<file path="config.mk">
export PLATFORM = sky130hd
export DESIGN_NAME = pc_sequencer
export DESIGN_NICKNAME = d
export VERILOG_FILES = /design/src/rtl/cpu_types_pkg.sv /design/src/rtl/ras_stack.sv /design/src/rtl/pc_sequencer.sv
export SDC_FILE = /design/constraint.sdc
export NUM_CORES = 1
export LEC_CHECK = 0
export ABC_CLOCK_PERIOD_IN_PS = 9500
export CORE_ASPECT_RATIO = 1.5
export CORE_UTILIZATION = 43
export CTS_CLUSTER_SIZE = 25
export DETAILED_ROUTE_END_ITERATION = 8
export GPL_TIMING_DRIVEN = 0
export PLACE_DENSITY = 0.64
export SYNTH_ARGS = -nofsm -noshare
export SYNTH_HDL_FRONTEND = slang
export SYNTH_SLANG_ARGS = --single-unit
</file>
<file path="constraint.sdc">
create_clock -name CLK -period 9.5 [get_ports CLK]
set_clock_uncertainty 0.15 [all_clocks]
set_input_delay 1.9 -clock CLK [delete_from_list [all_inputs] [get_ports CLK]]
set_output_delay 1.9 -clock CLK [all_outputs]
set_load 0.05 [all_outputs]
</file>
<file path="src/rtl/cpu_types_pkg.sv">
// Shared CPU front-end types: PC select encoding, sequencer states and the PC step.
package cpu_types_pkg;

  typedef logic [31:0] word_t;

  localparam int unsigned PcInc = 4;

  typedef enum logic [1:0] {
    SelHold,
    SelRedirect,
    SelRas,
    SelSeq
  } pc_sel_t;

  typedef enum logic {
    StRun,
    StHalted
  } seq_state_t;

endpackage

</file>
<file path="src/rtl/ras_stack.sv">
// Circular return-address stack: a push when full overwrites the oldest entry.
module ras_stack #(
  parameter int unsigned DEPTH = 8,
  parameter int unsigned W     = 32
) (
  input  logic         CLK,
  input  logic         nRST,
  input  logic         push,
  input  logic         pop,
  input  logic [W-1:0] din,
  output logic [W-1:0] top,
  output logic         empty,
  output logic         full
);

  localparam int unsigned PtrW = $clog2(DEPTH);
  localparam int unsigned CntW = PtrW + 1;

  logic [W-1:0]    mem [DEPTH];
  logic [PtrW-1:0] ptr_q, ptr_d, wr_idx;
  logic [CntW-1:0] count_q, count_d;
  logic            we, do_pop;

  assign empty = (count_q == '0);
  assign full  = (count_q == CntW'(DEPTH));
  // Entries are never reset, so the top is masked while nothing is stored.
  assign top   = empty ? '0 : mem[ptr_q];

  always_comb begin
    do_pop  = pop && !empty;
    ptr_d   = ptr_q;
    count_d = count_q;
    we      = 1'b0;
    wr_idx  = ptr_q;
    if (push && do_pop) begin
      we = 1'b1;
    end else if (push) begin
      ptr_d  = ptr_q + PtrW'(1);
      wr_idx = ptr_q + PtrW'(1);
      we     = 1'b1;
      if (!full) count_d = count_q + CntW'(1);
    end else if (do_pop) begin
      ptr_d   = ptr_q - PtrW'(1);
      count_d = count_q - CntW'(1);
    end
  end

  always_ff @(posedge CLK or negedge nRST) begin
    if (!nRST) begin
      ptr_q   <= '0;
      count_q <= '0;
    end else begin
      ptr_q   <= ptr_d;
      count_q <= count_d;
    end
  end

  always_ff @(posedge CLK or negedge nRST) begin
    if (!nRST) begin
    end else if (we) begin
      mem[wr_idx] <= din;
    end
  end

endmodule

</file>
<file path="src/rtl/pc_sequencer.sv">
// Fetch PC sequencer: sequential/redirect/return selection with a return-address stack
// and a sticky halt that only reset clears.
module pc_sequencer
  import cpu_types_pkg::*;
#(
  parameter int unsigned      PC_W      = 32,
  parameter logic [PC_W-1:0]  RESET_PC  = '0,
  parameter int unsigned      RAS_DEPTH = 8
) (
  input  logic            CLK,
  input  logic            nRST,
  input  logic            pcen,
  input  logic            redirect_en,
  input  logic [PC_W-1:0] redirect_pc,
  input  logic            push_en,
  input  logic            pop_en,
  input  logic            halt,
  output logic [PC_W-1:0] pc,
  output logic [PC_W-1:0] npc,
  output logic            halted,
  output logic            ras_empty,
  output logic            ras_full,
  output logic            ras_underflow
);

  localparam logic [PC_W-1:0] AlignMask = ~PC_W'(3);

  seq_state_t      state_q, state_d;
  pc_sel_t         pc_sel;
  logic [PC_W-1:0] pc_q, pc_d, ras_top;
  logic            active, ras_push, ras_pop;
  logic            underflow_q, underflow_d;

  assign pc            = pc_q;
  assign npc           = pc_q + PC_W'(PcInc);
  assign halted        = (state_q == StHalted);
  assign ras_underflow = underflow_q;

  always_comb begin
    state_d = state_q;
    pc_d    = pc_q;
    // Halt wins over every other request, even with pcen low.
    active  = (state_q == StRun) && pcen && !halt;
    if ((state_q == StRun) && halt) state_d = StHalted;

    ras_push    = active && push_en;
    ras_pop     = active && pop_en;
    underflow_d = ras_pop && ras_empty;

    if (!active)                     pc_sel = SelHold;
    else if (redirect_en)            pc_sel = SelRedirect;
    else if (pop_en && !ras_empty)   pc_sel = SelRas;
    else                             pc_sel = SelSeq;

    unique case (pc_sel)
      SelHold:     pc_d = pc_q;
      SelRedirect: pc_d = redirect_pc & AlignMask;
      SelRas:      pc_d = ras_top & AlignMask;
      SelSeq:      pc_d = npc;
    endcase
  end

  always_ff @(posedge CLK or negedge nRST) begin
    if (!nRST) begin
      state_q     <= StRun;
      pc_q        <= RESET_PC;
      underflow_q <= 1'b0;
    end else begin
      state_q     <= state_d;
      pc_q        <= pc_d;
      underflow_q <= underflow_d;
    end
  end

  ras_stack #(
    .DEPTH(RAS_DEPTH),
    .W    (PC_W)
  ) u_ras (
    .CLK  (CLK),
    .nRST (nRST),
    .push (ras_push),
    .pop  (ras_pop),
    .din  (npc),
    .top  (ras_top),
    .empty(ras_empty),
    .full (ras_full)
  );

endmodule

</file>
==> flow_metrics.py <==
metrics = {
    "sta": {
        "final_period_minus_worst_setup_slack_ns": 6.469,
        "fin_tns_setup_ns": 0,
        "max_freq_mhz": 154.6,
        "slew_violations": 0,
        "worstMarginPinSlew_ns": 1.021,
        "rsz0062_at_grt": "no",
        "timing.final.hold_violations": 0,
        "post-route-period-util_pct": 68.10,
        "whs_ns": 0.3904,
        "relSlewSlack_pct": 31.47,
        "finalSetupViolCount": 0,
    },
    "floorplanning": {
        "die_w_um": 138.6,
        "design.die.area_mm2": 0.02867,
        "floorplan.core_area_mm2": 0.02741,
        "io_count": 107,
        "dieHeight_um": 206.9,
        "rows": 74,
        "initial_utilization_pct": 43.90,
    },
    "finish": {
        "layout-area-overhead-vs-synth_pct": 21.48,
        "final-seq-area_mm2": 0.008183,
        "final.fill_count": 2229,
        "multiInputGateArea_mm2": 0.003620,
        "drive_above_1_share_pct": 18.96,
        "finish.net_count": 928,
        "final_cells": 1244,
        "antenna_cells": 0,
    },
    "setup_path": {
        "cp_cell_sequence": "clkdlybuf4s50_1 -> nor3b_1 -> clkbuf_1 -> buf_2 -> nand2_1 -> inv_1 -> ha_1 -> nor2_1 -> nand2_1 -> xor2_1 -> nor3b_2 -> buf_6 -> buf_6",
        "cp.buffers_inverters": 6,
        "reg2reg_setup_slack_ns": 4.49,
        "crit_path_start_kind": "input port",
        "worstRegToRegCells": 12,
        "critPathMaxStageDelay_ns": 0.86,
        "timing.critical_path.required_ns": 9.60,
        "path_max_fanout": 10,
        "worst_ep_arrival_time_ns": 6.57,
        "timing.critical_path.slowest_stage_cell": "sky130_fd_sc_hd__nor3b_2",
        "regToRegEndpoint": "u_ras.mem[2][29]$_DFFE_PP_",
        "path_class": "input port to flop",
        "worst_setup_path_end_kind": "flop",
        "rr_startpoint": "halted$_DFFE_PN0P_",
        "cpLargestDelayFamily": "simple AND/OR/NAND/NOR gates",
    },
    "clock_network": {
        "number_of_sinks_on_the_clock_net": 279,
        "postCtsSetupBuffers": 0,
        "tritoncts": "yes",
        "cts_inserted_buffers": 26,
        "cts-hold-fix-buffers": 0,
        "cts.root.buffer_cell": "sky130_fd_sc_hd__clkbuf_16",
        "cts-resized-gates": 0,
        "clk_transition_reported_paths_ns": 0.06,
        "h_tree_depth": 1,
        "clkLatencyLatePin_ns": 0.54,
        "clk_path_buf_depth": 3,
    },
    "yosys": {
        "syn_inst": 730,
        "synthesis.area_mm2": 0.01203,
        "post_synthesis_sequential_element_count": 279,
        "synth_warn": 0,
        "yosys.cell_count.top_type": "sky130_fd_sc_hd__edfxtp_1",
        "synthDistinctLibCells": 55,
        "synth_async_sr_flop_share_pct": 13.98,
        "number_of_synthesized_flops_with_an_enable_pin": 240,
        "post_synth_most_frequent_cells": "sky130_fd_sc_hd__edfxtp_1 (240), sky130_fd_sc_hd__mux4_2 (60), sky130_fd_sc_hd__nand2_1 (40), sky130_fd_sc_hd__dfrtp_1 (39), sky130_fd_sc_hd__o21ai_0 (29)",
        "post-synth-top-area-fraction_pct": 59.90,
        "synth_top_cell_by_area": "sky130_fd_sc_hd__edfxtp_1",
        "synth_ff_type": "sky130_fd_sc_hd__edfxtp_1",
        "yosysSeqAreaShare_pct": 68.01,
        "synth_top_cells_by_area": "sky130_fd_sc_hd__edfxtp_1 (60%), sky130_fd_sc_hd__mux4_2 (11%), sky130_fd_sc_hd__dfrtp_1 (8.1%), sky130_fd_sc_hd__xnor2_1 (1.9%), sky130_fd_sc_hd__mux2i_1 (1.6%)",
        "mean_syn_cell_area_um2": 16.48,
    },
    "placed_design": {
        "dpl.cell_count": 1196,
        "gp_routability_congestion": 0.8819,
        "io_buffers": 100,
        "post-dp-hpwl_mm": 22.57,
    },
    "route": {
        "drtIter0Drc": 569,
        "detail_route.wl_per_cell_um": 25.64,
        "via_count": 7326,
        "drtPass1Iterations": 9,
        "final_antenna_violating_net_count": 0,
        "vias_per_cell": 5.889,
        "post-route-drc-count": 11,
        "detail_route.wirelength_mm": 31.90,
    },
    "hold_path": {
        "hold_start": "u_ras.count_q[3]$_DFFE_PN0P_",
        "min_to": "u_ras.count_q[3]$_DFFE_PN0P_",
        "worstHoldPathType": "flop to flop",
        "hold_depth": 1,
    },
    "run": {
        "timing.max_cap.violations": 0,
    },
    "global_routing": {
        "first_global_vias": 7468,
        "grt_pass1_wl_mm": 47.60,
        "initial_antenna_violation_count": 0,
        "grt_max_degree": 25,
        "globalRouteTotalUtil_pct": 22.88,
        "globalRoute.totalOverflow": 0,
    },
    "outcome": {
        "violations": "DRC",
        "run_status": "finished, violations left",
    },
    "power": {
        "cellPowerDensity_mw_per_mm2": 198.9,
        "fin_total_pwr_mw": 2.908,
        "leakage_nw": 4.963,
        "worst_ir_drop_vdd_v": 0.0001453,
    },
}
-- worst reg2reg max path, delay by kind of cell (launching register included) --
kind          cells  cell delay, ns
flops             1            0.42
xor+xnor          1            0.52
buf+inv           5            1.42
fa+ha+maj         1            0.20
simple gates      5            2.02
-- routing by layer --
layer,up-vias,track usage (%),wire length [um]
li1,3203,-,-
met1,3768,27.98,12450
met2,291,40.75,16530
met3,64,3.576,1877
met4,0,9.270,1044
met5,-,0,0
-- layout by cell type (no fill, tap or decap), types with 22 or more instances in the layout --
| cell type | netlist | routed |
|---|---|---|
| sky130_fd_sc_hd__o21ai_0 | 29 | 29 |
| sky130_fd_sc_hd__nand2_1 | 40 | 40 |
| sky130_fd_sc_hd__dfrtp_1 | 39 | 39 |
| sky130_fd_sc_hd__xnor2_1 | 26 | 26 |
| sky130_fd_sc_hd__clkbuf_1 | 18 | 22 |
| sky130_fd_sc_hd__mux4_2 | 60 | 60 |
| sky130_fd_sc_hd__nor2_1 | 24 | 24 |
| sky130_fd_sc_hd__clkbuf_16 | 0 | 27 |
| sky130_fd_sc_hd__clkdlybuf4s50_1 | 0 | 99 |
| sky130_fd_sc_hd__edfxtp_1 | 240 | 240 |
| sky130_fd_sc_hd__nand4_1 | 24 | 24 |
| sky130_fd_sc_hd__a21oi_1 | 23 | 23 |
-- cell families (layout without fill, tap and decap cells) --
family / after synthesis / after routing / synth area share, %
multiplexers: 84 / 84 / 13.28
adder cells (fa/ha/maj): 7 / 7 / 0.7279
AND/OR/NAND/NOR: 170 / 170 / 8.008
XOR/XNOR: 37 / 37 / 2.693
AO/OA/AOI/OAI: 95 / 95 / 4.981
other: 1 / 4 / 0.03117
flip-flops: 279 / 279 / 68.01
buffers and inverters: 57 / 226 / 2.267
-- power by group --
group	internal, mW	switching (mW)	total [mW]
Clock	0.575	0.453	1.03
Sequential	1.37	0.0346	1.40
Combinational	0.176	0.298	0.475
-- worst max path at each step --
stage | end | startpoint | cells after the start
final | u_ras.mem[2][29]$_DFFE_PP_ | pcen | 13
after global routing | u_ras.mem[2][29]$_DFFE_PP_ | pcen | 13
after CTS | u_ras.mem[2][20]$_DFFE_PP_ | pcen | 13
after detailed placement | u_ras.mem[2][12]$_DFFE_PP_ | pcen | 13
after global placement | u_ras.mem[2][11]$_DFFE_PP_ | pcen | 11
after floorplan | u_ras.mem[2][10]$_DFFE_PP_ | pcen | 10
-- sequential cells by signal (all words and copies together), names as in the netlist --
signal,cells
u_ras.mem,240
pc,30
u_ras.count_q,4
u_ras.ptr_q,3
halted,1
ras_underflow,1
-- final cells by class --
cell class | count | area share, %
inverters | 12 | 0.3082
clock buffers | 31 | 4.725
multi-input cells | 397 | 24.76
flip-flops and latches | 279 | 55.98
well taps | 342 | 2.928
plain buffers | 45 | 1.558
repair buffers | 121 | 8.766
clock inverters | 17 | 0.9673
-- metrics by stage --
step           worst slack [ns]  utilization, %  area, um^2
2_1_floorplan             2.899               -       12040
3_3_place_gp             -1.106           49.16       13470
3_5_place_dp              2.499           50.30       13780
4_1_cts                   2.997           53.33       14620
5_1_grt                   2.779           53.33       14620
6_report                  3.031           53.33       14620
Power figures use the tool's default switching activity.
